<file path="src/rtl/uart_tx_pkg.sv">
// uart_tx_pkg: shared definitions for the UART transmit serializer slice.
//   DATA_W_DEF : default payload width per frame
//   state_t    : frame state encoding (IDLE, START, DATA, PARITY, STOP)
//   LINE_IDLE  : serial line idle / stop level
//   START_BIT  : serial line start level
package uart_tx_pkg;

    localparam int unsigned DATA_W_DEF = 8;

    typedef enum logic [2:0] {
        IDLE   = 3'd0,
        START  = 3'd1,
        DATA   = 3'd2,
        PARITY = 3'd3,
        STOP   = 3'd4
    } state_t;

    localparam logic LINE_IDLE = 1'b1;
    localparam logic START_BIT = 1'b0;

endpackage

</file>
<file path="src/rtl/uart_tx_serializer_if.sv">
// uart_tx_serializer_if: byte request, parity input and serial outputs of the
// UART transmit serializer.
//   P_DATA     : byte to transmit
//   DATA_VALID : request to send P_DATA
//   PAR_EN     : insert a parity bit in this frame
//   par_bit    : parity value from the parity calculator
//   TX_OUT     : serial line
//   BUSY       : frame in progress
// master drives the request side, slave is the serializer.
interface uart_tx_serializer_if #(
    parameter int unsigned DATA_W = uart_tx_pkg::DATA_W_DEF
);

    logic [DATA_W-1:0] P_DATA;
    logic              DATA_VALID;
    logic              PAR_EN;
    logic              par_bit;
    logic              TX_OUT;
    logic              BUSY;

    modport master (
        output P_DATA, DATA_VALID, PAR_EN, par_bit,
        input  TX_OUT, BUSY
    );

    modport slave (
        input  P_DATA, DATA_VALID, PAR_EN, par_bit,
        output TX_OUT, BUSY
    );

endinterface

</file>
<file path="src/rtl/uart_tx_mux.sv">
// uart_tx_mux: combinational selection of the serial line level for a state.
//   state    : frame state the line level is wanted for
//   data_bit : current data bit (LSB of the shift register)
//   par_bit  : parity value
//   line_c   : selected line level (registered by the caller)
module uart_tx_mux
    import uart_tx_pkg::*;
(
    input  state_t state,
    input  logic   data_bit,
    input  logic   par_bit,
    output logic   line_c
);

    always_comb begin
        line_c = LINE_IDLE;
        unique case (state)
            IDLE:    line_c = LINE_IDLE;
            START:   line_c = START_BIT;
            DATA:    line_c = data_bit;
            PARITY:  line_c = par_bit;
            STOP:    line_c = LINE_IDLE;
            default: line_c = LINE_IDLE;
        endcase
    end

endmodule

</file>
<file path="src/rtl/uart_tx_serializer.sv">
// uart_tx_serializer: UART transmit frame controller and serializer.
// Sends start bit, DATA_W data bits LSB-first, optional parity, stop bit,
// one bit per CLK (baud clock).
//   CLK  : baud clock, rising edge
//   RST  : asynchronous active-low reset
//   bus  : uart_tx_serializer_if.slave (P_DATA, DATA_VALID, PAR_EN, par_bit
//          in; TX_OUT, BUSY out, both registered)
// Build option: define UART_TX_TWO_STOP_EN for two stop bits per frame.
module uart_tx_serializer
    import uart_tx_pkg::*;
#(
    parameter int unsigned DATA_W = DATA_W_DEF
) (
    input  logic                  CLK,
    input  logic                  RST,
    uart_tx_serializer_if.slave   bus
);

    localparam int unsigned     CNT_W    = (DATA_W > 1) ? $clog2(DATA_W) : 1;
    localparam logic [CNT_W-1:0] CNT_LAST = CNT_W'(DATA_W - 1);

    state_t            state;
    state_t            state_nxt;
    logic [DATA_W-1:0] shift;
    logic [DATA_W-1:0] shift_nxt;
    logic [CNT_W-1:0]  cnt;
    logic [CNT_W-1:0]  cnt_nxt;
    logic              par_en_q;
    logic              par_en_nxt;
    logic              tx_q;
    logic              busy_q;
    logic              line_c;
`ifdef UART_TX_TWO_STOP_EN
    logic              stop_cnt;
    logic              stop_cnt_nxt;
`endif

    // Next-state, shift register and counter update
    always_comb begin
        state_nxt  = state;
        shift_nxt  = shift;
        cnt_nxt    = cnt;
        par_en_nxt = par_en_q;
`ifdef UART_TX_TWO_STOP_EN
        stop_cnt_nxt = stop_cnt;
`endif
        case (state)
            IDLE: begin
                if (bus.DATA_VALID) begin
                    state_nxt  = START;
                    shift_nxt  = bus.P_DATA;
                    par_en_nxt = bus.PAR_EN;
                    cnt_nxt    = '0;
                end
            end
            START: state_nxt = DATA;
            DATA: begin
                // shift[0] is the bit on the line; advance only between bits
                if (cnt == CNT_LAST) begin
                    state_nxt = par_en_q ? PARITY : STOP;
                end else begin
                    shift_nxt = shift >> 1;
                    cnt_nxt   = cnt + CNT_W'(1);
                end
            end
            PARITY: state_nxt = STOP;
            STOP: begin
`ifdef UART_TX_TWO_STOP_EN
                // stop_cnt returns to 0 on exit, so it is clear on each entry
                if (stop_cnt) begin
                    state_nxt    = IDLE;
                    stop_cnt_nxt = 1'b0;
                end else begin
                    stop_cnt_nxt = 1'b1;
                end
`else
                state_nxt = IDLE;
`endif
            end
            default: state_nxt = IDLE;
        endcase
    end

    // Line level is chosen for the state being entered so TX_OUT is registered
    uart_tx_mux u_mux (
        .state    (state_nxt),
        .data_bit (shift_nxt[0]),
        .par_bit  (bus.par_bit),
        .line_c   (line_c)
    );

    // State and output registers
    always_ff @(posedge CLK or negedge RST) begin
        if (!RST) begin
            state    <= IDLE;
            shift    <= '0;
            cnt      <= '0;
            par_en_q <= 1'b0;
            tx_q     <= LINE_IDLE;
            busy_q   <= 1'b0;
`ifdef UART_TX_TWO_STOP_EN
            stop_cnt <= 1'b0;
`endif
        end else begin
            state    <= state_nxt;
            shift    <= shift_nxt;
            cnt      <= cnt_nxt;
            par_en_q <= par_en_nxt;
            tx_q     <= line_c;
            busy_q   <= (state_nxt != IDLE);
`ifdef UART_TX_TWO_STOP_EN
            stop_cnt <= stop_cnt_nxt;
`endif
        end
    end

    assign bus.TX_OUT = tx_q;
    assign bus.BUSY   = busy_q;

endmodule

</file>
<file path="src/flat_wrapper.sv">
// flat-port wrapper written by rule: the top's interface ports become plain ports
module uart_tx_serializer_flat import uart_tx_pkg::*;
#(
    parameter int unsigned DATA_W = DATA_W_DEF
)
  (CLK, RST, bus_P_DATA, bus_DATA_VALID, bus_PAR_EN, bus_par_bit, bus_TX_OUT, bus_BUSY);
  uart_tx_serializer_if #(.DATA_W(DATA_W)) bus_i ();
  input  logic CLK;
  input  logic RST;
  input wire logic [$bits(bus_i.P_DATA)-1:0] bus_P_DATA;
  input wire logic [$bits(bus_i.DATA_VALID)-1:0] bus_DATA_VALID;
  input wire logic [$bits(bus_i.PAR_EN)-1:0] bus_PAR_EN;
  input wire logic [$bits(bus_i.par_bit)-1:0] bus_par_bit;
  output wire logic [$bits(bus_i.TX_OUT)-1:0] bus_TX_OUT;
  output wire logic [$bits(bus_i.BUSY)-1:0] bus_BUSY;
  assign bus_i.P_DATA = bus_P_DATA;
  assign bus_i.DATA_VALID = bus_DATA_VALID;
  assign bus_i.PAR_EN = bus_PAR_EN;
  assign bus_i.par_bit = bus_par_bit;
  assign bus_TX_OUT = bus_i.TX_OUT;
  assign bus_BUSY = bus_i.BUSY;
  uart_tx_serializer #(.DATA_W(DATA_W)) u_core (.CLK(CLK), .RST(RST), .bus(bus_i));
endmodule
</file>
<file path="config.mk">
export PLATFORM = sky130hd
export DESIGN_NAME = uart_tx_serializer_flat
export DESIGN_NICKNAME = d
export VERILOG_FILES = /design/src/rtl/uart_tx_pkg.sv /design/src/rtl/uart_tx_serializer_if.sv /design/src/rtl/uart_tx_mux.sv /design/src/rtl/uart_tx_serializer.sv /design/src/flat_wrapper.sv
export SDC_FILE = /design/constraint.sdc
export NUM_CORES = 1
export LEC_CHECK = 0
export BUFFER_PORTS_ARGS = -buffer_cell sky130_fd_sc_hd__buf_2
export CORE_AREA = 2 2 54 56
export DETAILED_ROUTE_END_ITERATION = 10
export DIE_AREA = 0 0 56 58
export PLACE_DENSITY = 0.5
export SLEW_MARGIN = 20
export SYNTH_ARGS = -nofsm -noshare
export SYNTH_HDL_FRONTEND = slang
export SYNTH_SLANG_ARGS = --single-unit
</file>
<file path="constraint.sdc">
create_clock -name CLK -period 1.98 [get_ports CLK]
set_input_delay 0.198 -clock CLK [delete_from_list [all_inputs] [get_ports CLK]]
set_output_delay 0.198 -clock CLK [all_outputs]
set_load 0.02 [all_outputs]
</file>
After elaboration in Yosys (flattened, before gate mapping)
Cells that the tools add are included.
{ "totals": {"mem_count": 0, "inputBits": 13, "elab_cells": 33, "romBits": 0, "ramBits": 0, "latch_bits": 0, "regBits": 17} }
{ "op_classes": {"addsub": 1, "multipliers": 0, "order_cmp": 0, "reduce_logical": 5, "n_shift": 0, "eq_ne": 9, "div_mod_pow": 0, "n_mux": 11, "bitwise_logic": 0} }
{ "ops": {"columns": ["cell", "count"], "rows": [
  ["8-bit two-way mux", 2],
  ["8-bit one-hot mux with 2 select lines", 1],
  ["3-bit two-way mux", 5],
  ["3-bit by 2-bit == test with 1-bit output (second input constant)", 4],
  ["3-bit one-hot mux with 4 select lines", 1],
  ["3-bit by 1-bit == test with 1-bit output (second input constant)", 2],
  ["3-bit one-hot mux with 2 select lines", 1],
  ["2-bit inequality test (second input constant)", 2],
  ["3-bit by 1-bit adder with 3-bit output (second input constant)", 1],
  ["3-bit == test (second input constant)", 1],
  ["3-bit zero test", 1],
  ["1-bit one-hot mux with 3 select lines", 1],
  ["3-bit AND reduction", 1],
  ["3-bit nonzero test", 1],
  ["2-bit AND reduction", 1],
  ["2-bit nonzero test", 1]
]} }

Logic depth before layout (Yosys ltp)
Gate-level depths: netlist of the first run.
{ "logic_depth": {"word_depth": 5, "depth_mapped": 7, "mapped_depth_nobuf": 6} }

Cells and area by module
A second synthesis of the first run with hierarchy kept.
{ "unflattened": {"hier_cells": 75, "hier_area_um2": 835.8} }
{ "modules_own_cells": {"columns": ["module", "n_inst", "cells_each", "area_per_inst_um2"], "rows": [
  ["uart_tx_serializer", 1, 71, 807.0],
  ["uart_tx_mux", 1, 4, 28.8]
]} }

Worst setup path before layout of the first run
Ideal clock, no wire load.
{ "synth_timing": {"kind": "reg-to-reg", "startpoint": "register u_core.cnt[0]", "endpoint": "register u_core.cnt[0]", "path_stages_with_launch": 7, "arrival_time_ns": 1.530, "path_slack_ns": 0.326, "path_buffers": 1, "period_less_slack_ns": 1.654, "required_time_ns": 1.855, "path_cell_list": "dfrtp_1 ha_1 ha_1 nor4b_2 nor2_1 buf_2 mux2_2"} }
{ "synth_via": {"elab_chain_len": 3, "word_cells_on_any_way": 6} }
{ "synth_lines": {"columns": ["item", "line", "rtl"], "rows": [
  ["start, declared", "uart_tx_serializer.sv:26", "logic [CNT_W-1:0] cnt;"],
  ["start signal, assigned", "uart_tx_serializer.sv:107", "cnt <= cnt_nxt;"],
  ["3-bit by 1-bit adder with 3-bit output or 3-bit == test (tied branches)", "uart_tx_serializer.sv:63, uart_tx_serializer.sv:59", null],
  ["3-bit two-way mux or 2-bit inequality test (tied branches)", null, null],
  ["3-bit one-hot mux with 2 select lines or 3-bit AND reduction (tied branches)", null, null]
]} }
Several ways; a longest one is shown, not always the timed one. The select of a mux whose other input is x is not followed.
A chain may end at the register's enable or synchronous reset.

Final worst setup path of the first run
{ "layout_timing": {"startpoint": "register u_core.cnt[0]", "endpoint": "register u_core.tx_q, in the netlist u_core.bus.TX_OUT"} }
{ "layout_via": {"elab_chain_len": 5, "word_cells_on_any_way": 9} }
{ "layout_lines": {"columns": ["item", "line", "rtl"], "rows": [
  ["3-bit == test *", "uart_tx_serializer.sv:59", "if (cnt == CNT_LAST) begin"],
  ["3-bit two-way mux", "uart_tx_serializer.sv:59", null],
  ["3-bit one-hot mux with 4 select lines", "uart_tx_serializer.sv:47", "case (state)"],
  ["3-bit by 2-bit == test with 1-bit output or 3-bit by 1-bit == test with 1-bit output (tied branches)", "uart_tx_mux.sv:17", "unique case (state)"],
  ["1-bit one-hot mux with 3 select lines *", "uart_tx_mux.sv:17", null],
  ["named net u_core.line_c", "uart_tx_serializer.sv:32", "logic line_c;"],
  ["end signal, assigned", "uart_tx_serializer.sv:109", "tx_q <= line_c;"],
  ["end, declared", "uart_tx_serializer.sv:30", "logic tx_q;"]
]} }
The timed path passes the listed nets; every way through them passes the cells marked *. The select of a mux whose other input is x is not followed.

==> flow_summary.yaml, run 1 <==
run_status:
  status: "finished, final reports clean"
placement:
  gp_congestion: 0.6180
  hpwl_mm: 1.010
  io_buffers: 14
routing:
  drt_iter0_markers: 15
  wl_per_cell_um: 12.21
  first_pass_iters: 4
  ant_nets: 0
  vias: 537
  viasPerCell: 4.752
  remaining_drc_errors: 0
  drt_wl_total_mm: 1.380
synth:
  yosys_warnings: 0
  synth.area.top_cells: "dfrtp_1 (53%), a22oi_1 (6.0%), nand2_1 (6.0%)"
  synth.distinct_cells: 27
  ys_seq_elements: 17
  syn_nets: 79
  avgSynthCellArea_um2: 11.83
  synth_area_um2: 757.0
  ys_seq_area_frac: 0.5636
  synth_top_area_cell: "dfrtp_1"
  netlist_instances: 64
  yosysTopAreaCellShare: 0.5289
floorplanning:
  initial_core_util: 0.2843
  core_area_mm2: 0.002663
  die_w_um: 56
  ios: 15
  die_h_um: 58
  die_area_mm2: 0.003248
  num_rows: 19
pwr:
  p_per_area_mw_per_mm2: 1476
  cellLeakagePower_nw: 0.4421
  vdd_drop_max_v: 0.0007612
clock_network:
  cts_max_level: 1
  cts_sinks: 17
  clk_pin_slew_ps: 100
  cts_setup_buffers: 0
  insertion_delay_ps: 290
  clk_path_buf_depth: 2
  numCtsBuffers: 3
  tritoncts: "done"
  cts-root-buf: "clkbuf_4"
timing:
  skew_ps: 12.53
  period_minus_slack_ps: 1769
  hold_slack_ps: 134.7
  worst_slew_pin_slew_ps: 668.4
  period_share: 0.8937
  rsz0062_at_grt: "false"
  final_max_slew_viol_count: 0
  finalHoldViolCount: 0
  relSlewSlack: 0.5528
  finalSetupViolCount: 0
  setup_tns_ps: 0
  max_freq_mhz: 565.2
worst_setup_path:
  timing_worst_setup_path_type: "flip-flop to flip-flop"
  cp_slowest_stage_delay_ps: 400
  worstPathMaxFanout: 10
  slowest_stage: "dfrtp_1"
  crit_chain: "ha_1 > ha_1 > nor4b_2 > buf_4 > a22oi_2 > a21boi_1 > a31oi_1"
  cp.required_ps: 2190
  start_kind: "flip-flop"
  cp_num_buf_inv: 1
  arrival_ps: 1980
  end_kind: "flip-flop"
  cpMostUsedCell: "ha_1"
  cp_top_family: "adder cells"
worst_hold_path:
  min_path_type: "input pin to flip-flop"
grt:
  grt-ovfl-total: 0
  grt_pass1_wl_mm: 2.580
  antenna_found_initial: 0
  grt_max_degree: 18
  grt_pass1_vias: 573
  grt_usage: 0.1011
cells_and_area:
  regArea_um2: 426.7
  diodes: 0
  final_cell_mix: "dfrtp_1 (16), buf_2 (14), nand2_1 (12), a22oi_1 (6), clkbuf_4 (3)"
  syn_to_final_growth_pct: 18.18
  multi_input_area_um2: 299.0
  nets: 98
  fill_cells: 283
  layout_commonest_cell: "dfrtp_1"
  layout-drive-gt1-share: 0.3415
run:
  max_cap_viol_count: 0
## layout make-up
type                            instances  share of cell area
Clock buffer                            3             0.02517
Clock inverter                          1            0.005594
Inverter                                2            0.008392
Multi-Input combinational cell         42              0.3343
Sequential cell                        17              0.4769
Tap cell                               31             0.04336
Timing Repair Buffer                   17              0.1063
## through the flow
step | instance area, um2 | instances | worst slack (ps) | utilization | power (W)
global route | 894.6 | 113 | 9.545 | 0.3360 | 0.001450
detailed placement | 857.1 | 108 | 200.4 | 0.3219 | 0.001160
finish | 894.6 | 113 | 210.6 | 0.3360 | 0.001320
CTS | 894.6 | 113 | 149.8 | 0.3360 | 0.001350
global placement | 857.1 | 108 | 262.5 | 0.3219 | 0.001147
floorplan | 757.0 | 64 | 325.7 | - | 0.001035
## flip-flops by register name (all words and copies together) (netlist names)
register           cells
u_core.state           3
u_core.par_en_q        1
u_core.bus.BUSY        1
u_core.shift           8
u_core.cnt             3
u_core.bus.TX_OUT      1
## layer usage
metal / global-route usage / routed length [um] / part of all wire
met1: 0.1301 / 618 / 0.45
met2: 0.1664 / 663 / 0.48
met3: 0.04911 / 98 / 0.071
met4: 0 / 0 / 0
met5: 0 / 0 / 0
## cell usage after synthesis
master / count
a21oi_1: 1
buf_6: 1
a22o_1: 2
ha_1: 2
nor4b_2: 2
mux2_2: 2
nor3b_1: 1
a22oi_2: 1
dfrtp_1: 16
nand3_1: 1
o21bai_1: 1
a22oi_1: 6
buf_2: 1
nand2_1: 12
nor2_1: 2
dfstp_2: 1
inv_1: 2
a211o_2: 1
nand2b_1: 1
a22o_2: 1
or2b_1: 1
nor2b_1: 1
or3_1: 1
a21boi_1: 1
or3b_1: 1
a31oi_1: 1
buf_4: 1
## report_power, final
group | switching [W] | internal, W
Combinational | 0.000271 | 0.000248
Sequential | 0.000107 | 0.000515
Clock | 0.000105 | 0.0000750
## worst paths after layout
kind                       cells past startpoint                end  slack, ps            start
max reg2reg                                    7  u_core.bus.TX_OUT        210    u_core.cnt[0]
min                                            2    u_core.shift[7]        130    bus_P_DATA[7]
min in group asynchronous                      2    u_core.shift[1]        340              RST
min reg2reg                                    2    u_core.shift[3]        480  u_core.shift[3]
max in group asynchronous                      2  u_core.bus.TX_OUT       1320              RST
max                                            7  u_core.bus.TX_OUT        210    u_core.cnt[0]
## cells by family after synthesis
group / synth area share
compound gates: 0.1603
fa+ha+maj: 0.03305
buf+inv: 0.04132
flops: 0.5636
mux: 0.02975
simple gates: 0.1719
## what timing repair did
action,CTS,global route
setup endpoints to repair,0,0
hold buffers,1,0
hold endpoints to repair,16,0
resized for setup,0,0
(Power assumes the default switching activity.)
==> run 2, diff against run 1 <==
Settings changed: CORE_AREA 2 2 54 56 to 2 2 47 49, DIE_AREA 0 0 56 58 to 0 0 49 51, PLACE_DENSITY 0.5 to 0.56.
==> run 2 against run 1 <==
  * Register-to-register slack worse by 20 ps
  * Total power increased by 0.86%
  * Sequential power decreased by 1%
  * Via count unchanged
  * Non-clock buffer count increased by 1
  * Maximum frequency is 1.2% lower
  * Worst hold slack got worse by 3.1 ps
  * Die area down 23%
  * Global-route usage rose by 2.4 points
  * Cell count down 1.8%
  * Critical path type unchanged
  * Largest cell class unchanged
  * Highest routed layer is now met4
==> flow_summary.yaml, run 2 (synthesized netlist as in run 1, its figures left out) <==
run_status:
  status: "finished, final reports clean"
floorplanning:
  initial_core_util: 0.3669
  die_h_um: 51
  ios: 15
  die_w_um: 49
  core_area_mm2: 0.002063
  die_area_mm2: 0.002499
  num_rows: 17
cells_and_area:
  fill_cells: 207
  diodes: 0
  final_cell_mix: "dfrtp_1 (16), buf_2 (14), nand2_1 (12), a22oi_1 (6)"
  regArea_um2: 426.7
  syn_to_final_growth_pct: 18.51
  layout_commonest_cell: "dfrtp_1"
  regMostFlops: "u_core.shift"
  fin_util: 0.4348
  nets: 99
  multi_input_area_um2: 299.0
  layout-drive-gt1-share: 0.3373
  largest_reg_flops: 8
  top_regs: "u_core.shift: 8 flops, u_core.cnt: 3 flops, u_core.state: 3 flops"
timing:
  max_freq_mhz: 558.5
  worst_slew_pin_slew_ps: 652.1
  final_max_slew_viol_count: 0
  rsz0062_at_grt: "false"
  finalSetupViolCount: 0
  skew_ps: 3.385
  relSlewSlack: 0.5637
  hold_slack_ps: 131.6
  setup_tns_ps: 0
  finalHoldViolCount: 0
  period_minus_slack_ps: 1790
  period_share: 0.9042
  setup_slack_ps: 189.6
worst_setup_path:
  rr_endpoint: "u_core.bus.TX_OUT"
  crit_chain: "ha_1 > ha_1 > nor4b_2 > buf_4 > a22oi_2 > a21boi_1 > a31oi_1"
  cpMostUsedCell: "ha_1"
  start_kind: "flip-flop"
  cp_num_cells: 7
  end_kind: "flip-flop"
  slowest_stage: "dfrtp_1"
  ff2ff_path_depth: 7
  cp_top_family: "adder cells"
  cp_num_buf_inv: 1
  r2r_start: "u_core.cnt[0]"
  timing_worst_setup_path_type: "flip-flop to flip-flop"
  arrival_ps: 2010
  rrSetupSlack_ps: 190
  cp.required_ps: 2200
  cp_slowest_stage_delay_ps: 400
  worstPathMaxFanout: 10
worst_hold_path:
  hp-start: "bus_P_DATA[7]"
  hold_end: "u_core.shift[7]"
  holdPathStages: 2
  min_path_type: "input pin to flip-flop"
clock_network:
  clk_path_buf_depth: 2
  numCtsBuffers: 3
  cts_sinks: 17
  clk_pin_slew_ps: 90
  cts-root-buf: "clkbuf_4"
  tritoncts: "done"
  insertion_delay_ps: 290
  cts_resized: 0
  cts_max_level: 1
grt:
  grt_max_degree: 18
  grt-ovfl-total: 0
  grt_pass1_vias: 575
  grt_usage: 0.1246
  grt_pass1_wl_mm: 2.297
  antenna_found_initial: 0
routing:
  drt_iter0_markers: 7
  drt_wl_total_mm: 1.272
  ant_nets: 0
  viasPerCell: 4.838
  vias: 537
  remaining_drc_errors: 0
  wl_per_cell_um: 11.46
  first_pass_iters: 3
pwr:
  vdd_drop_max_v: 0.0008795
  cellLeakagePower_nw: 0.4445
  p_per_area_mw_per_mm2: 1484
placement:
  gp_congestion: 0.6887
  hpwl_um: 917
  io_buffers: 14
  dp_slack_ps: 206.7
run:
  max_cap_viol_count: 0
run 2: changes by cell type in the layout (fill, tap and decap cells not counted):
| cell | before | now |
|---|---|---|
| buf_4 | 2 | 3 |
| clkbuf_1 | 0 | 1 |
| clkinv_2 | 1 | 0 |
run 2: layout make-up:
class	instances	share of cell area
clock buffers	4	0.02929
inverters	2	0.008368
multi-input cells	42	0.3333
flip-flops and latches	17	0.4756
well taps	28	0.03905
repair buffers	18	0.1144
run 2: how the worst max path moves through the flow:
stage                          from                end  slack [ps]
floorplan             u_core.cnt[0]      u_core.cnt[0]         330
global placement    u_core.state[0]      u_core.cnt[0]         250
detailed placement    u_core.cnt[0]  u_core.bus.TX_OUT         210
CTS                   u_core.cnt[0]  u_core.bus.TX_OUT         180
global route          u_core.cnt[0]  u_core.bus.TX_OUT          40
finish                u_core.cnt[0]  u_core.bus.TX_OUT         190
run 2: layer usage:
layer	wire [um]	part of all wire	up-vias	global-route usage
li1	-	-	266	-
met1	583	0.46	255	0.1257
met2	594	0.47	12	0.2306
met3	71	0.056	4	0.04386
met4	23	0.018	0	0.05714
met5	0	0	-	0
run 2: timing repair:
action                     CTS  global route
setup endpoints to repair    0             0
buffers inserted             0             0
hold buffers                 1             0
hold endpoints to repair    16             0
run 2: where the power goes:
group | total [W] | switching [W] | internal, W
clock network | 0.000182 | 0.000104 | 0.0000784
logic | 0.000535 | 0.000277 | 0.000258
registers | 0.000614 | 0.0000996 | 0.000515
run 2: stage by stage:
step,power [W],std cells,instance area [um2]
finish,0.001331,111,897.1
floorplan,0.001035,64,757.0
global placement,0.001154,106,860.8
global route,0.001451,111,897.1
CTS,0.001353,111,897.1
detailed placement,0.001162,106,860.8
